--- src/rtl/bch_gf_pkg.sv ---
// GF(2^5) arithmetic and shared types for the BCH(31,k) t=3 front end.
// Provides multiply, table inverse, alpha-power table and decoder types.
package bch_gf_pkg;

  localparam int M  = 5;
  localparam int N  = 31;
  localparam int T  = 3;
  localparam int NS = 2 * T;
  // C(x) and B(x) carry one guard term above degree T.
  localparam int CW = T + 2;

  // x^5 + x^2 + 1 with the x^5 term implied.
  localparam logic [M-1:0] PRIM = 5'b00101;

  typedef logic [M-1:0] gf_t;
  typedef logic [NS-1:0][M-1:0] syn_t;
  typedef logic [CW-1:0][M-1:0] poly_t;

  typedef enum logic [1:0] {
    ST_LOAD,
    ST_ITER,
    ST_DONE
  } state_e;

  function automatic gf_t gf_mul(
    input gf_t a,
    input gf_t b
  );
    gf_t p;
    gf_t x;
    p = '0;
    x = a;
    for (int i = 0; i < M; i++) begin
      if (b[i]) p = p ^ x;
      x = x[M-1] ? ((x << 1) ^ PRIM) : (x << 1);
    end
    return p;
  endfunction

  function automatic gf_t gf_inv(input gf_t a);
    case (a)
      5'd1:    return 5'd1;
      5'd2:    return 5'd18;
      5'd3:    return 5'd28;
      5'd4:    return 5'd9;
      5'd5:    return 5'd23;
      5'd6:    return 5'd14;
      5'd7:    return 5'd12;
      5'd8:    return 5'd22;
      5'd9:    return 5'd4;
      5'd10:   return 5'd25;
      5'd11:   return 5'd16;
      5'd12:   return 5'd7;
      5'd13:   return 5'd15;
      5'd14:   return 5'd6;
      5'd15:   return 5'd13;
      5'd16:   return 5'd11;
      5'd17:   return 5'd24;
      5'd18:   return 5'd2;
      5'd19:   return 5'd29;
      5'd20:   return 5'd30;
      5'd21:   return 5'd26;
      5'd22:   return 5'd8;
      5'd23:   return 5'd5;
      5'd24:   return 5'd17;
      5'd25:   return 5'd10;
      5'd26:   return 5'd21;
      5'd27:   return 5'd31;
      5'd28:   return 5'd3;
      5'd29:   return 5'd19;
      5'd30:   return 5'd20;
      5'd31:   return 5'd27;
      default: return 5'd0;
    endcase
  endfunction

  // alpha^e; e = 31 wraps to alpha^0.
  function automatic gf_t gf_alpha_pow(input logic [4:0] e);
    case (e)
      5'd0:    return 5'd1;
      5'd1:    return 5'd2;
      5'd2:    return 5'd4;
      5'd3:    return 5'd8;
      5'd4:    return 5'd16;
      5'd5:    return 5'd5;
      5'd6:    return 5'd10;
      5'd7:    return 5'd20;
      5'd8:    return 5'd13;
      5'd9:    return 5'd26;
      5'd10:   return 5'd17;
      5'd11:   return 5'd7;
      5'd12:   return 5'd14;
      5'd13:   return 5'd28;
      5'd14:   return 5'd29;
      5'd15:   return 5'd31;
      5'd16:   return 5'd27;
      5'd17:   return 5'd19;
      5'd18:   return 5'd3;
      5'd19:   return 5'd6;
      5'd20:   return 5'd12;
      5'd21:   return 5'd24;
      5'd22:   return 5'd21;
      5'd23:   return 5'd15;
      5'd24:   return 5'd30;
      5'd25:   return 5'd25;
      5'd26:   return 5'd23;
      5'd27:   return 5'd11;
      5'd28:   return 5'd22;
      5'd29:   return 5'd9;
      5'd30:   return 5'd18;
      default: return 5'd1;
    endcase
  endfunction

endpackage

--- src/rtl/bch_syndrome_calc.sv ---
// Combinational syndromes S1..S6 of a received 31-bit word.
// Ports: r (bit i = coeff of x^i) in, syn[j-1] = r(alpha^j) out.
module bch_syndrome_calc
  import bch_gf_pkg::*;
(
  input  logic [N-1:0] r,
  output syn_t         syn
);

  always_comb begin
    syn = '0;
    for (int j = 1; j <= NS; j++) begin
      for (int i = 0; i < N; i++) begin
        if (r[i]) begin
          syn[j-1] = syn[j-1] ^
            gf_alpha_pow(5'((i * j) % N));
        end
      end
    end
  end

endmodule

--- src/rtl/bch_syndrome_bm_decoder.sv ---
// BCH(31,k) t=3 front end: syndromes plus Berlekamp-Massey, one step/clk.
// Ports: clk, reset (sync, high), r in; syndrome1..6, sigma0..3, L, done out.
module bch_syndrome_bm_decoder
  import bch_gf_pkg::*;
(
  input  logic         clk,
  input  logic         reset,
  input  logic [N-1:0] r,
  output logic [M-1:0] syndrome1,
  output logic [M-1:0] syndrome2,
  output logic [M-1:0] syndrome3,
  output logic [M-1:0] syndrome4,
  output logic [M-1:0] syndrome5,
  output logic [M-1:0] syndrome6,
  output logic [M-1:0] sigma0,
  output logic [M-1:0] sigma1,
  output logic [M-1:0] sigma2,
  output logic [M-1:0] sigma3,
  output logic [3:0]   L,
  output logic         done
);

  syn_t syn_w;

  bch_syndrome_calc u_syn (
    .r   (r),
    .syn (syn_w)
  );

  state_e     state_q, state_d;
  syn_t       s_q, s_d;
  poly_t      c_q, c_d;
  poly_t      bp_q, bp_d;
  gf_t        b_q, b_d;
  logic [3:0] mm_q, mm_d;
  logic [2:0] k_q, k_d;
  logic [3:0] l_q, l_d;
  logic       done_q, done_d;

  gf_t   disc;
  gf_t   coef;
  poly_t upd;
  logic  grow;

  always_comb begin
    state_d = state_q;
    s_d     = s_q;
    c_d     = c_q;
    bp_d    = bp_q;
    b_d     = b_q;
    mm_d    = mm_q;
    k_d     = k_q;
    l_d     = l_q;
    done_d  = done_q;

    // d = S(k+1) + sum C_i * S(k+1-i), i = 1..L
    disc = '0;
    for (int n = 0; n < NS; n++) begin
      if (n == int'(k_q)) disc = s_q[n];
    end
    for (int i = 1; i < CW; i++) begin
      for (int n = 0; n < NS; n++) begin
        if (i <= int'(l_q) && n + i == int'(k_q)) begin
          disc = disc ^ gf_mul(c_q[i], s_q[n]);
        end
      end
    end

    // C + d/b * x^mm * B, truncated to CW terms
    coef = gf_mul(disc, gf_inv(b_q));
    upd  = c_q;
    for (int j = 0; j < CW; j++) begin
      for (int i = 0; i < CW; i++) begin
        if (i + int'(mm_q) == j) begin
          upd[j] = upd[j] ^ gf_mul(coef, bp_q[i]);
        end
      end
    end

    grow = (disc != '0) &&
           (2 * int'(l_q) <= int'(k_q));

    unique case (state_q)
      ST_LOAD: begin
        s_d     = syn_w;
        k_d     = '0;
        state_d = ST_ITER;
      end
      ST_ITER: begin
        if (disc == '0) begin
          mm_d = mm_q + 4'd1;
        end else if (grow) begin
          c_d  = upd;
          bp_d = c_q;
          b_d  = disc;
          l_d  = 4'(k_q) + 4'd1 - l_q;
          mm_d = 4'd1;
        end else begin
          c_d  = upd;
          mm_d = mm_q + 4'd1;
        end
        if (k_q == 3'(NS - 1)) state_d = ST_DONE;
        else k_d = k_q + 3'd1;
      end
      ST_DONE: begin
        done_d = 1'b1;
      end
      default: begin
        state_d = ST_LOAD;
      end
    endcase
  end

  always_ff @(posedge clk) begin
    if (reset) begin
      state_q <= ST_LOAD;
      s_q     <= '0;
      c_q     <= poly_t'(1);
      bp_q    <= poly_t'(1);
      b_q     <= 5'd1;
      mm_q    <= 4'd1;
      k_q     <= '0;
      l_q     <= '0;
      done_q  <= 1'b0;
    end else begin
      state_q <= state_d;
      s_q     <= s_d;
      c_q     <= c_d;
      bp_q    <= bp_d;
      b_q     <= b_d;
      mm_q    <= mm_d;
      k_q     <= k_d;
      l_q     <= l_d;
      done_q  <= done_d;
    end
  end

  assign syndrome1 = syn_w[0];
  assign syndrome2 = syn_w[1];
  assign syndrome3 = syn_w[2];
  assign syndrome4 = syn_w[3];
  assign syndrome5 = syn_w[4];
  assign syndrome6 = syn_w[5];

  assign sigma0 = c_q[0];
  assign sigma1 = c_q[1];
  assign sigma2 = c_q[2];
  assign sigma3 = c_q[3];
  assign L      = l_q;
  assign done   = done_q;

endmodule

--- config.mk ---
export PLATFORM = sky130hd
export DESIGN_NAME = bch_syndrome_bm_decoder
export DESIGN_NICKNAME = d
export VERILOG_FILES = /design/src/rtl/bch_gf_pkg.sv /design/src/rtl/bch_syndrome_calc.sv /design/src/rtl/bch_syndrome_bm_decoder.sv
export SDC_FILE = /design/constraint.sdc
export NUM_CORES = 1
export LEC_CHECK = 0
export CORE_MARGIN = 5
export CORE_UTILIZATION = 44
export CTS_CLUSTER_SIZE = 25
export DETAILED_ROUTE_END_ITERATION = 7
export GPL_TIMING_DRIVEN = 0
export PLACE_DENSITY = 0.65
export SETUP_SLACK_MARGIN = 0.05
export SYNTH_ARGS = -nofsm -noshare
export SYNTH_HDL_FRONTEND = slang
export SYNTH_SLANG_ARGS = --single-unit
export TNS_END_PERCENT = 20
--- constraint.sdc ---
create_clock -name clk -period 7.4 [get_ports clk]
set_input_delay 1.85 -clock clk [delete_from_list [all_inputs] [get_ports clk]]
set_output_delay 1.85 -clock clk [all_outputs]
set_load 0.02 [all_outputs]
==> out/qor.yml <==
dp_hpwl_um: 93700
worst_pin_slew_ps: 949
fp.dieArea_um2: 55100
cts_buffer_depth: 2
finalCritPeriodShare_pct: 101
route.detailed.drc: 0
firstDrtPassIters: 6
grt_pass1_wl_um: 174000
final_nets: 3281
seqPwrFrac_pct: 9.8
total_leakage_power_nw: 9.15
syn_avg_cell_area_um2: 7.17
internal-power_mw: 3.29
portBuffers: 70
drive_gt1_share_pct: 16.6
drtIter0Drc: 3791
numCtsBuffers: 9
grt_max_degree: 19
synth_nets: 3163
path_clk_slew_ps: 70
violations: "setup timing"
fp.dieH_um: 235
place.gp.congestion: 1.12
setup_viol: 2
ant_nets: 0
r2r.worst_path.cells: 26
cp-start-kind: "flop"
die_x_um: 235
overflow: 0
dp_slack_ps: -1810
antenna_found_initial: 3
start_util_pct: 44.4
p_sw_mw: 4.73
synth-edff-count: 0
ys_ff_latch: 98
worst_ep_arrival_time_ps: 7720
fillers: 5091
rsz0062_at_grt: "yes"
finalClockSkew_ps: 10.8
cts_hold_buf: 0
path_max_fanout: 10
cts_tree: "done"
wl_per_cell_um: 32.0
combPwrFrac_pct: 84.2
first_global_vias: 24000
h-tree-depth: 3
num_rows: 82
synth_area_um2: 22200
routed_wl_um: 125000
post-route-min-period_ps: 7450
yosys_warnings: 0
fmax_mhz: 134
coreArea_um2: 50100
clock_power_share_pct: 6.0
hold_violations: 0
io_pins: 88
track_usage_pct: 42.4
drv_slew: 0
slew_headroom_pct: 36.3
hp-class: "reg -> reg"
async_reset_ff_share_pct: 0
max-vdd-ir-drop_v: 0.000244
vias: 25800
syn_inst: 3101
worst_path_max_delay_cell: "dfxtp_1"
p_sw_share_pct: 59.0
drv_cap: 0
synth_ff_type: "dfxtp_1"
timing.hold.ws_ps: 482
status: "finished, violations left"
worst_slack_ps: -49.0
clk_latency_ps: 370
slowest_delay_ps: 620
cts-root-buf: "clkbuf_16"
crit_path_end_kind: "flop"
path_class: "reg -> reg"
synth.distinct_cells: 99
cts.sinks: 98
viasPerCell: 6.61
cp.required_ps: 7670
min_path_cells: 2
ys_seq_area_share_pct: 8.82
synthToLayoutAreaGrowth_pct: 15.4
p_per_area_nw_per_um2: 313
[flip-flops by register name, summed over array words and instances (netlist names), named ones only]
name,cells
k_q,3
sigma1,5
bp_q,25
state_q,2
sigma0,5
sigma3,5
L,4
s_q,24
done,1
c_q,5
sigma2,5
mm_q,4
b_q,5
[final cells by class]
type | instances | area (µm²) | share of cell area [%]
Antenna cell | 2 | 5.00 | 0.0195
Buffer | 327 | 2030 | 7.90
Clock buffer | 10 | 239 | 0.931
Clock inverter | 6 | 57.6 | 0.224
Inverter | 64 | 264 | 1.03
Multi-Input combinational cell | 2605 | 19200 | 74.7
Sequential cell | 98 | 1990 | 7.76
Tap cell | 672 | 841 | 3.28
Timing Repair Buffer | 114 | 1060 | 4.12
[cells in the mapped netlist (25+ instances only)]
master | n | area share (%)
mux2_2 | 37 | 1.9
a211oi_1 | 38 | 1.3
nor3_1 | 49 | 1.1
nand2_1 | 464 | 7.8
nor2_1 | 265 | 4.5
a22oi_1 | 64 | 2.2
o21ai_0 | 200 | 4.5
a32oi_1 | 25 | 0.98
a21oi_1 | 156 | 3.5
buf_1 | 32 | 0.54
and2_1 | 31 | 0.87
xnor3_1 | 83 | 8.4
xor2_1 | 119 | 4.7
buf_2 | 127 | 2.9
o211ai_1 | 25 | 0.84
a22o_1 | 29 | 1.1
mux2i_1 | 84 | 3.8
nand3_1 | 38 | 0.86
dfxtp_1 | 98 | 8.8
or3_1 | 26 | 0.73
nor2b_1 | 43 | 1.2
o22ai_1 | 46 | 1.3
buf_4 | 43 | 1.5
ha_1 | 28 | 1.6
clkbuf_1 | 126 | 2.1
nand2b_1 | 47 | 1.3
inv_1 | 60 | 1.0
xnor2_1 | 429 | 17
[through the flow]
step / instance area (µm²) / utilization, % / std cells / total power, mW / TNS [ps]
floorplan: 22200 / - / 3101 / 4.57 / 0
global placement: 23800 / 47.5 / 3843 / 6.78 / -34240
detailed placement: 23800 / 47.5 / 3843 / 6.80 / -35590
CTS: 24800 / 49.5 / 3872 / 7.52 / 0
global route: 25700 / 51.2 / 3896 / 8.21 / -41.7
finish: 25700 / 51.2 / 3898 / 8.02 / -56.0
[placed cells by master (no fill, tap or decap), types with 40 or more instances in the layout]
cell type / Yosys / final
nand2_1: 464 / 460
xnor2_1: 429 / 405
nor2_1: 265 / 249
o21ai_0: 200 / 191
a21oi_1: 156 / 151
xor2_1: 119 / 112
buf_4: 43 / 105
dfxtp_1: 98 / 83
mux2i_1: 84 / 81
clkdlybuf4s50_1: 0 / 70
buf_2: 127 / 68
xnor3_1: 83 / 68
clkbuf_1: 126 / 64
a22oi_1: 64 / 63
inv_1: 60 / 55
clkbuf_4: 0 / 52
o22ai_1: 46 / 45
nor3_1: 49 / 45
nor2b_1: 43 / 43
nand2b_1: 47 / 40
[timing repair]
item                       CTS  global route
setup endpoints to repair   30            30
resized for setup          200           234
hold endpoints to repair     0             0
pin swaps                   13            27
setup buffers               17            27
[power by group through the flow]
stage / combinational [mW] / clock (mW) / sequential (mW)
6_report: 6.75 / 0.481 / 0.784
5_1_grt: 6.92 / 0.504 / 0.781
4_1_cts: 6.28 / 0.481 / 0.759
3_5_place_dp: 6.03 / 0 / 0.764
3_3_place_gp: 6.01 / 0 / 0.764
2_1_floorplan: 3.88 / 0 / 0.685
[layer usage]
metal,track usage (%),up-vias,wire length [µm]
li1,-,10900,-
met1,50.7,12200,44100
met2,64.1,2068,51900
met3,10.9,638,15000
met4,34.8,0,13800
met5,0,-,0
[cell families after synthesis]
group	after synthesis	share of synthesized area, %
simple gates	1064	22.0
compound gates	737	21.5
buf+inv	398	8.36
xor+xnor	648	31.5
flops	98	8.82
fa+ha+maj	29	1.67
mux	127	6.18
[critical path: cells and delay by family (launching register included)]
kind / cells / cell delay (ps)
and+or+nand+nor: 5 / 1200
xor gates and xnor gates: 6 / 2000
buffers and inverters: 5 / 1300
AOI/OAI and AO/OA: 10 / 2210
DFF: 1 / 620
[final timing paths]
check,end,slack [ps],start
max,sigma1[4],-50,s_q[15]
min,b_q[0],480,b_q[0]
max reg2reg,sigma1[4],-50,s_q[15]
min reg2reg,b_q[0],480,b_q[0]
No activity file was read; power rests on OpenSTA's default activity.
